File: config.mk
export PLATFORM = sky130hd
export DESIGN_NAME = pipe_stage_reg
export DESIGN_NICKNAME = d
export VERILOG_FILES = /design/src/rtl/pipe_stage_reg_pkg.sv /design/src/rtl/pipe_stage_reg_skid_buf.sv /design/src/rtl/pipe_stage_reg.sv
export SDC_FILE = /design/constraint.sdc
export NUM_CORES = 1
export LEC_CHECK = 0
export ABC_AREA = 1
export BUFFER_PORTS_ARGS = -buffer_cell sky130_fd_sc_hd__buf_2
export CORE_ASPECT_RATIO = 1.4
export CORE_MARGIN = 2
export CORE_UTILIZATION = 55
export CTS_BUF_LIST = sky130_fd_sc_hd__clkbuf_8
export CTS_CLUSTER_DIAMETER = 200
export DETAILED_ROUTE_END_ITERATION = 8
export PLACE_DENSITY = 0.81
export REMOVE_ABC_BUFFERS = 1
export SETUP_SLACK_MARGIN = 0.5
export SLEW_MARGIN = 40
export SYNTH_ARGS = -nofsm -noshare
export SYNTH_HDL_FRONTEND = slang
export SYNTH_SLANG_ARGS = --single-unit
File: constraint.sdc
create_clock -name clk -period 4.1 [get_ports clk]
set_clock_uncertainty 0.05 [all_clocks]
set_input_delay 0.41 -clock clk [delete_from_list [all_inputs] [get_ports clk]]
set_output_delay 0.41 -clock clk [all_outputs]
set_load 0.02 [all_outputs]
File: src/rtl/pipe_stage_reg_pkg.sv
// pipes: shared types for the generic inter-stage pipeline register.
//   pipe_occ_t    - 2-bit entry count (0..2)
//   pipe_state_t  - handshake state of one stage register
//   PIPE_CNT_W    - width of the optional performance counters
//   *_data_t      - per-stage payloads; size WIDTH with $bits() of these
package pipes;

    typedef logic [1:0] pipe_occ_t;

    localparam int PIPE_CNT_W = 32;

    typedef enum logic [1:0] {
        PIPE_EMPTY = 2'd0,
        PIPE_BUSY  = 2'd1,
        PIPE_FULL  = 2'd2
    } pipe_state_t;

    typedef struct packed {
        logic [31:0] pc;
        logic [31:0] instr;
    } fetch_data_t;

    typedef struct packed {
        logic [31:0] pc;
        logic [31:0] rs1_val;
        logic [31:0] rs2_val;
        logic [31:0] imm;
        logic [4:0]  rd;
        logic [3:0]  alu_op;
        logic        mem_rd;
        logic        mem_wr;
        logic        reg_wr;
    } decode_data_t;

    typedef struct packed {
        logic [31:0] alu_res;
        logic [31:0] store_val;
        logic [4:0]  rd;
        logic        mem_rd;
        logic        mem_wr;
        logic        reg_wr;
    } execute_data_t;

    typedef struct packed {
        logic [31:0] wb_val;
        logic [4:0]  rd;
        logic        reg_wr;
    } memory_data_t;

    function automatic pipe_occ_t pipe_occ_of(input pipe_state_t s);
        case (s)
            PIPE_BUSY: return 2'd1;
            PIPE_FULL: return 2'd2;
            default:   return 2'd0;
        endcase
    endfunction

endpackage

File: src/rtl/pipe_stage_reg_skid_buf.sv
// pipe_skid_buf: second (skid) entry of a pipe_stage_reg plus the registered
// upstream ready, so in_ready has no combinational path from downstream.
// Ports:
//   clk, reset      - clock, synchronous active-high reset
//   load            - capture in_data into the skid entry this edge
//   in_data         - upstream payload
//   ready_next      - in_ready value for the next cycle (skid free next cycle)
//   skid_data       - held skid payload
//   in_ready        - registered upstream ready
module pipe_skid_buf #(
    parameter int               WIDTH      = 64,
    parameter logic [WIDTH-1:0] RESET_DATA = '0
) (
    input  logic             clk,
    input  logic             reset,
    input  logic             load,
    input  logic [WIDTH-1:0] in_data,
    input  logic             ready_next,
    output logic [WIDTH-1:0] skid_data,
    output logic             in_ready
);

    always_ff @(posedge clk) begin
        if (reset) begin
            skid_data <= RESET_DATA;
            in_ready  <= 1'b1;
        end else begin
            in_ready <= ready_next;
            if (load) begin
                skid_data <= in_data;
            end
        end
    end

endmodule

File: src/rtl/pipe_stage_reg.sv
// pipe_stage_reg: generic valid/ready pipeline register between core stages.
// Holds a main (head) entry and, when SKID=1, a skid entry so in_ready is a
// register. flush drops everything held and any concurrent accept.
// Optional build macro: PIPE_STAGE_PERF_EN adds stall_cnt / flush_cnt.
// Ports:
//   clk, reset            - clock, synchronous active-high reset
//   flush                 - discard all held entries
//   stall                 - hazard hold, blocks delivery
//   in_valid/in_ready/in_data    - upstream handshake and payload
//   out_valid/out_ready/out_data - downstream handshake and head payload
//   occupancy             - entries held (0..2)
//   stall_cnt, flush_cnt  - (PIPE_STAGE_PERF_EN) saturating event counters
//
// state      | meaning
// PIPE_EMPTY | no entry held
// PIPE_BUSY  | main entry valid, skid empty
// PIPE_FULL  | main and skid valid (SKID=1 only)
module pipe_stage_reg
    import pipes::*;
#(
    parameter int               WIDTH      = 64,
    parameter int               SKID       = 1,
    parameter logic [WIDTH-1:0] RESET_DATA = '0
) (
    input  logic             clk,
    input  logic             reset,
    input  logic             flush,
    input  logic             stall,
    input  logic             in_valid,
    output logic             in_ready,
    input  logic [WIDTH-1:0] in_data,
    output logic             out_valid,
    input  logic             out_ready,
    output logic [WIDTH-1:0] out_data,
    output pipe_occ_t        occupancy
`ifdef PIPE_STAGE_PERF_EN
    ,
    output logic [PIPE_CNT_W-1:0] stall_cnt,
    output logic [PIPE_CNT_W-1:0] flush_cnt
`endif
);

    pipe_state_t      state_q;
    pipe_state_t      state_d;
    logic [WIDTH-1:0] main_data_q;
    logic [WIDTH-1:0] skid_data;
    logic             in_ready_reg;
    logic             accept;
    logic             deliver;
    logic             main_load;
    logic             main_from_skid;
    logic             skid_load;

    assign out_valid = (state_q != PIPE_EMPTY);
    assign out_data  = main_data_q;
    assign occupancy = pipe_occ_of(state_q);

    // Without a skid slot the head can only be refilled if it leaves this edge.
    assign in_ready = (SKID != 0) ? in_ready_reg
                                  : ((state_q == PIPE_EMPTY) | (out_ready & ~stall));

    assign accept  = in_valid & in_ready;
    assign deliver = out_valid & out_ready & ~stall;

    always_comb begin
        state_d        = state_q;
        main_load      = 1'b0;
        main_from_skid = 1'b0;
        skid_load      = 1'b0;
        if (flush) begin
            state_d = PIPE_EMPTY;
        end else begin
            case (state_q)
                PIPE_EMPTY: begin
                    if (accept) begin
                        state_d   = PIPE_BUSY;
                        main_load = 1'b1;
                    end
                end
                PIPE_BUSY: begin
                    if (accept && deliver) begin
                        main_load = 1'b1;
                    end else if (accept) begin
                        // only reachable with SKID=1; SKID=0 is not ready here
                        state_d   = PIPE_FULL;
                        skid_load = 1'b1;
                    end else if (deliver) begin
                        state_d = PIPE_EMPTY;
                    end
                end
                PIPE_FULL: begin
                    // in_ready is low here, so only the skid drain can happen
                    if (deliver) begin
                        state_d        = PIPE_BUSY;
                        main_load      = 1'b1;
                        main_from_skid = 1'b1;
                    end
                end
                default: begin
                    state_d = PIPE_EMPTY;
                end
            endcase
        end
    end

    always_ff @(posedge clk) begin
        if (reset) begin
            state_q     <= PIPE_EMPTY;
            main_data_q <= RESET_DATA;
        end else begin
            state_q <= state_d;
            if (main_load) begin
                main_data_q <= main_from_skid ? skid_data : in_data;
            end
        end
    end

    generate
        if (SKID != 0) begin : g_skid
            pipe_skid_buf #(
                .WIDTH      (WIDTH),
                .RESET_DATA (RESET_DATA)
            ) u_skid (
                .clk        (clk),
                .reset      (reset),
                .load       (skid_load),
                .in_data    (in_data),
                .ready_next (state_d != PIPE_FULL),
                .skid_data  (skid_data),
                .in_ready   (in_ready_reg)
            );
        end else begin : g_noskid
            assign skid_data    = RESET_DATA;
            assign in_ready_reg = 1'b1;
        end
    endgenerate

`ifdef PIPE_STAGE_PERF_EN
    always_ff @(posedge clk) begin
        if (reset) begin
            stall_cnt <= '0;
            flush_cnt <= '0;
        end else begin
            if (out_valid && !(out_ready && !stall) && (stall_cnt != '1)) begin
                stall_cnt <= stall_cnt + PIPE_CNT_W'(1);
            end
            if (flush && (occupancy != 2'd0) && (flush_cnt != '1)) begin
                flush_cnt <= flush_cnt + PIPE_CNT_W'(1);
            end
        end
    end
`endif

endmodule

# Word level (Yosys, flattened, before mapping)
# Cells that the tools add are included.
[classes]
add_sub_neg = 0
n_mul = 0
n_div = 0
n_lt_le_gt_ge = 0
eq_ne = 3
shift = 0
muxes = 19
bitwise = 4
reduce_logical = 3
[ops]
columns = ["operator", "n"]
rows = [
  ["64-bit 2-to-1 mux", 1],
  ["2-bit 2-to-1 mux", 6],
  ["1-bit 2-to-1 mux", 9],
  ["2-bit case mux with 3 select lines", 1],
  ["2-bit case mux with 2 select lines", 1],
  ["1-bit bitwise AND", 3],
  ["1-bit case mux with 3 select lines", 1],
  ["2-bit by 1-bit equality test with 1-bit output, second input constant", 1],
  ["2-bit equality test, second input constant", 1],
  ["2-bit logical NOT", 1],
  ["2-bit inequality test, second input constant", 1],
  ["2-bit nonzero test", 1],
  ["1-bit logical AND", 1],
  ["1-bit inverter", 1],
]
[totals]
regBits = 131
latch_bits = 0
mem_bits_rw = 0
romBits = 0
inputBits = 70
out_inout_bits = 68
word_cells = 33
memories = 0

# Logic depth before layout (Yosys ltp)
[depth]
depth_word = 9
depth_mapped = 9
ltp_nobuf = 8

# Cells and area by module
# Synthesis repeated with hierarchy kept, for this count alone.
[unflattened]
hier_cells = 1050
area_unflattened_um2 = 6354.8
[modules_own_cells]
columns = ["module", "n_inst", "cells_per_inst", "area_per_inst_um2", "seq_area_each_um2"]
rows = [
  ["pipe_stage_reg", 1, 643, 3662.3, 1321.3],
  ["pipe_skid_buf", 1, 407, 2692.6, 1301.2],
]

# Worst setup path before layout
# OpenSTA, ideal clock, no wires.
[synth_timing]
path_kind = "flip-flop to flip-flop"
from = "register g_skid.u_skid.in_ready"
to = "register main_data_q[0] (netlist: out_data[0])"
setup_time_ns = 0.111
t_arrival_ns = 1.309
required_ns = 3.939
slack_ns = 2.629
path_stages_with_launch = 10
path_buffers = 2
synth_period_minus_slack_ns = 1.471
cell_sequence = "dfxtp_1 > nand2_1 > nor2_1 > inv_1 > nand2_2 > buf_6 > buf_6 > nand3_1 > nor2_1 > nor2_1"
[synth_via]
elab_chain_cells = 5
word_cells_on_any_way = 6
classes_between = "mux (4); bitwise (1); reduce/logical (1)"
[synth_lines]
columns = ["element", "line", "rtl"]
rows = [
  ["start, declared", "pipe_stage_reg_skid_buf.sv:20", "output logic in_ready"],
  ["start signal, assigned", "pipe_stage_reg_skid_buf.sv:28", "in_ready <= ready_next;"],
  ["1-bit bitwise AND (*)", "pipe_stage_reg.sv:62", "assign accept = in_valid & in_ready;"],
  ["1-bit logical AND", "pipe_stage_reg.sv:81", "if (accept && deliver) begin"],
  ["1-bit 2-to-1 mux", "pipe_stage_reg.sv:81", ""],
  ["1-bit case mux with 3 select lines (*)", "pipe_stage_reg.sv:73", "case (state_q)"],
  ["1-bit 2-to-1 mux (*)", "pipe_stage_reg.sv:70", "if (flush) begin"],
  ["end signal, assigned", "pipe_stage_reg.sv:113", "main_data_q <= main_from_skid ? skid_data : in_data;"],
  ["end, declared", "pipe_stage_reg.sv:45", "logic [WIDTH-1:0] main_data_q;"],
]
# Every way passes the cells marked *; elsewhere a longest branch is shown, timed or not.
# A chain may end at the register's enable or synchronous reset.

# Worst setup path in the final report
[layout_timing]
from = "register g_skid.u_skid.in_ready"
to = "register main_data_q[14] (netlist: out_data[14])"
# Same word-level chain as after synthesis.

==> flow_summary.json <==
{
  "status": "completed",
  "ios": 138,
  "setup-tns-final_ps": 0,
  "area_delta_synth_final_pct": 14.08,
  "cts.clk_slew.worst_paths_ps": 70,
  "grt_use_total_pct": 22.97,
  "dp.final_hpwl_um": 8390,
  "whs_endpoint": "state_q[0]",
  "maxCapViolCount": 0,
  "postLayoutCellArea_mm2": 0.007197,
  "post_drt_via_cell_ratio": 4.657,
  "rsz0062_at_grt": "false",
  "placed_cell_area_mm2": 0.006763,
  "drt_iter0_markers": 269,
  "cp_max_fo": 64,
  "clock_sinks": 131,
  "r2r_start": "g_skid.u_skid.in_ready",
  "path_class": "flop to flop",
  "cts_resized": 0,
  "synth_cell_types": 20,
  "cp-start-kind": "flop",
  "synthDominantCellAreaShare_pct": 41.57,
  "ys_seq_area_share_pct": 41.57,
  "ys_seq_elements": 131,
  "grt_antenna_before_repair": 0,
  "max_freq_mhz": 445.0,
  "initial_utilization_pct": 55.92,
  "pre_cts_slack_ps": 1668,
  "dr.pass1.iters": 5,
  "cts_setup_buffers": 0,
  "drv_slew": 0,
  "fin_ws_ps": 1853,
  "avgSynthCellArea_um2": 6.372,
  "ant_nets": 0,
  "numPortBuffers": 137,
  "drt_wl_total_um": 14030,
  "die-area_mm2": 0.01236,
  "finalHoldViolations": 0,
  "grt_max_degree": 73,
  "syn_area_mm2": 0.006309,
  "root_buffer": "clkbuf_8",
  "coreArea_mm2": 0.01128,
  "crit_required_ps": 4430,
  "diodes": 0,
  "cts_tree": "yes",
  "num_vias": 5802,
  "remaining_drc_errors": 0,
  "finalCritPeriodShare_pct": 54.81,
  "hold_slack_ps": 152.8,
  "htreeDepth": 4,
  "overflow": 0,
  "synth_top_area_cell": "dfxtp_1",
  "power_density_mw_per_mm2": 410.0,
  "r2r_end": "out_data[14]",
  "reg2reg_depth": 8,
  "r2r_slack_ps": 1850,
  "grt_pass1_wl_um": 22520,
  "p_leak_nw": 3.552,
  "peakVddDrop_uv": 241.0,
  "grt_pass1_vias": 5164,
  "hold_start": "reset",
  "cp-end-kind": "flop",
  "fin_total_pwr_w": 0.002951,
  "holdBufCountCts": 0,
  "place_congestion": 0.7799,
  "nNetsFinal": 1160,
  "die_y_um": 130.7,
  "clock_latency_ps": 440,
  "ys_warn_count": 0,
  "setup_viol": 0,
  "min_period_ps": 2247,
  "min_path_cells": 2,
  "routedWlPerCell_um": 11.26,
  "numCtsBuffers": 17,
  "drive_gt1_share_pct": 16.79,
  "timing.slew.headroom_pct": 50.04,
  "die_w_um": 94.52,
  "arrival_ps": 2580,
  "cts.path.max_buffers": 2,
  "worstMarginPinSlew_ps": 749.4,
  "synth_area_leaders": "dfxtp_1, nor2_1, nand2_1",
  "syn_inst": 990,
  "hold_path.class": "primary input to flop",
  "rows": 46
}
## Yosys cell counts
cell type and instances:
nor2_4 3, clkinv_2 1, nand2_4 1, nor2_2 1, nand2_1 197, nand3_1 65, nand3_2 1, o21ai_0 7
inv_1 134, nor3_1 1, nor4_1 1, nand2_2 1, buf_6 27, inv_2 2, dfxtp_1 131, o21ai_1 60
nor2_1 323, buf_4 9, buf_2 11, clkbuf_1 14
## worst max-delay path, cell delays in order, from the launching register on
cell	delay (ps)
dfxtp_1	330
nand2_1	70
nor2_1	200
inv_1	80
nand2_2	460
nand2_4	550
nand2_1	220
nand2_1	60
nor2_1	110
## cell families (layout without fill, tap and decap cells)
logic type | Yosys count | in the layout | share of synthesized area, %
DFF | 131 | 131 | 41.57
and+or+nand+nor | 594 | 594 | 37.35
AOI/OAI and AO/OA | 67 | 67 | 5.315
buffers and inverters | 198 | 310 | 15.77
## cells in the final DEF, fill, tap and decap left out, types with 2 or more instances in the layout
cell,netlist,final
dfxtp_1,131,131
inv_1,134,133
buf_4,9,4
nor2_1,323,323
nand2_1,197,197
o21ai_0,7,7
nand3_1,65,64
nor2_4,3,3
buf_2,11,137
clkbuf_8,0,20
inv_2,2,2
o21ai_1,60,60
bufinv_16,0,4
clkinv_2,1,6
## per-stage QoR
stage	util (%)	instances
2_1_floorplan	-	929
3_3_place_gp	59.92	1215
3_5_place_dp	59.95	1215
4_1_cts	63.79	1246
5_1_grt	63.80	1246
6_report	63.80	1246
## worst max path at each step
stage / startpoint / to / slack [ps] / cells past startpoint
final: g_skid.u_skid.in_ready / out_data[14] / 1850 / 8
after detailed placement: stall / out_data[14] / 1670 / 8
after global routing: g_skid.u_skid.in_ready / out_data[14] / 1630 / 8
after global placement: stall / out_data[54] / 1710 / 8
after floorplan: out_ready / out_data[0] / 560 / 7
after CTS: g_skid.u_skid.in_ready / out_data[14] / 1820 / 8
## layer usage
metal,share of wire [%],vias up,track usage (%)
li1,-,3131,-
met1,43,2514,25.17
met2,50,136,42.18
met3,5.4,21,6.307
met4,1.6,0,8.269
met5,0,-,0
## power by group
group | internal (W) | switching [W]
registers | 0.00133 | 0.0000299
clock network | 0.000701 | 0.000483
logic | 0.000142 | 0.000262
## layout make-up
cell class	instances	area, um2
clock inverter	11	157.7
sequential	131	2623
tap	144	180.2
multi-input combinational	661	2704
clock buffer	20	275.3
inverter	137	521.8
fill	1160	4084
timing repair buffer	142	735.7
Power figures use the tool's default switching activity.
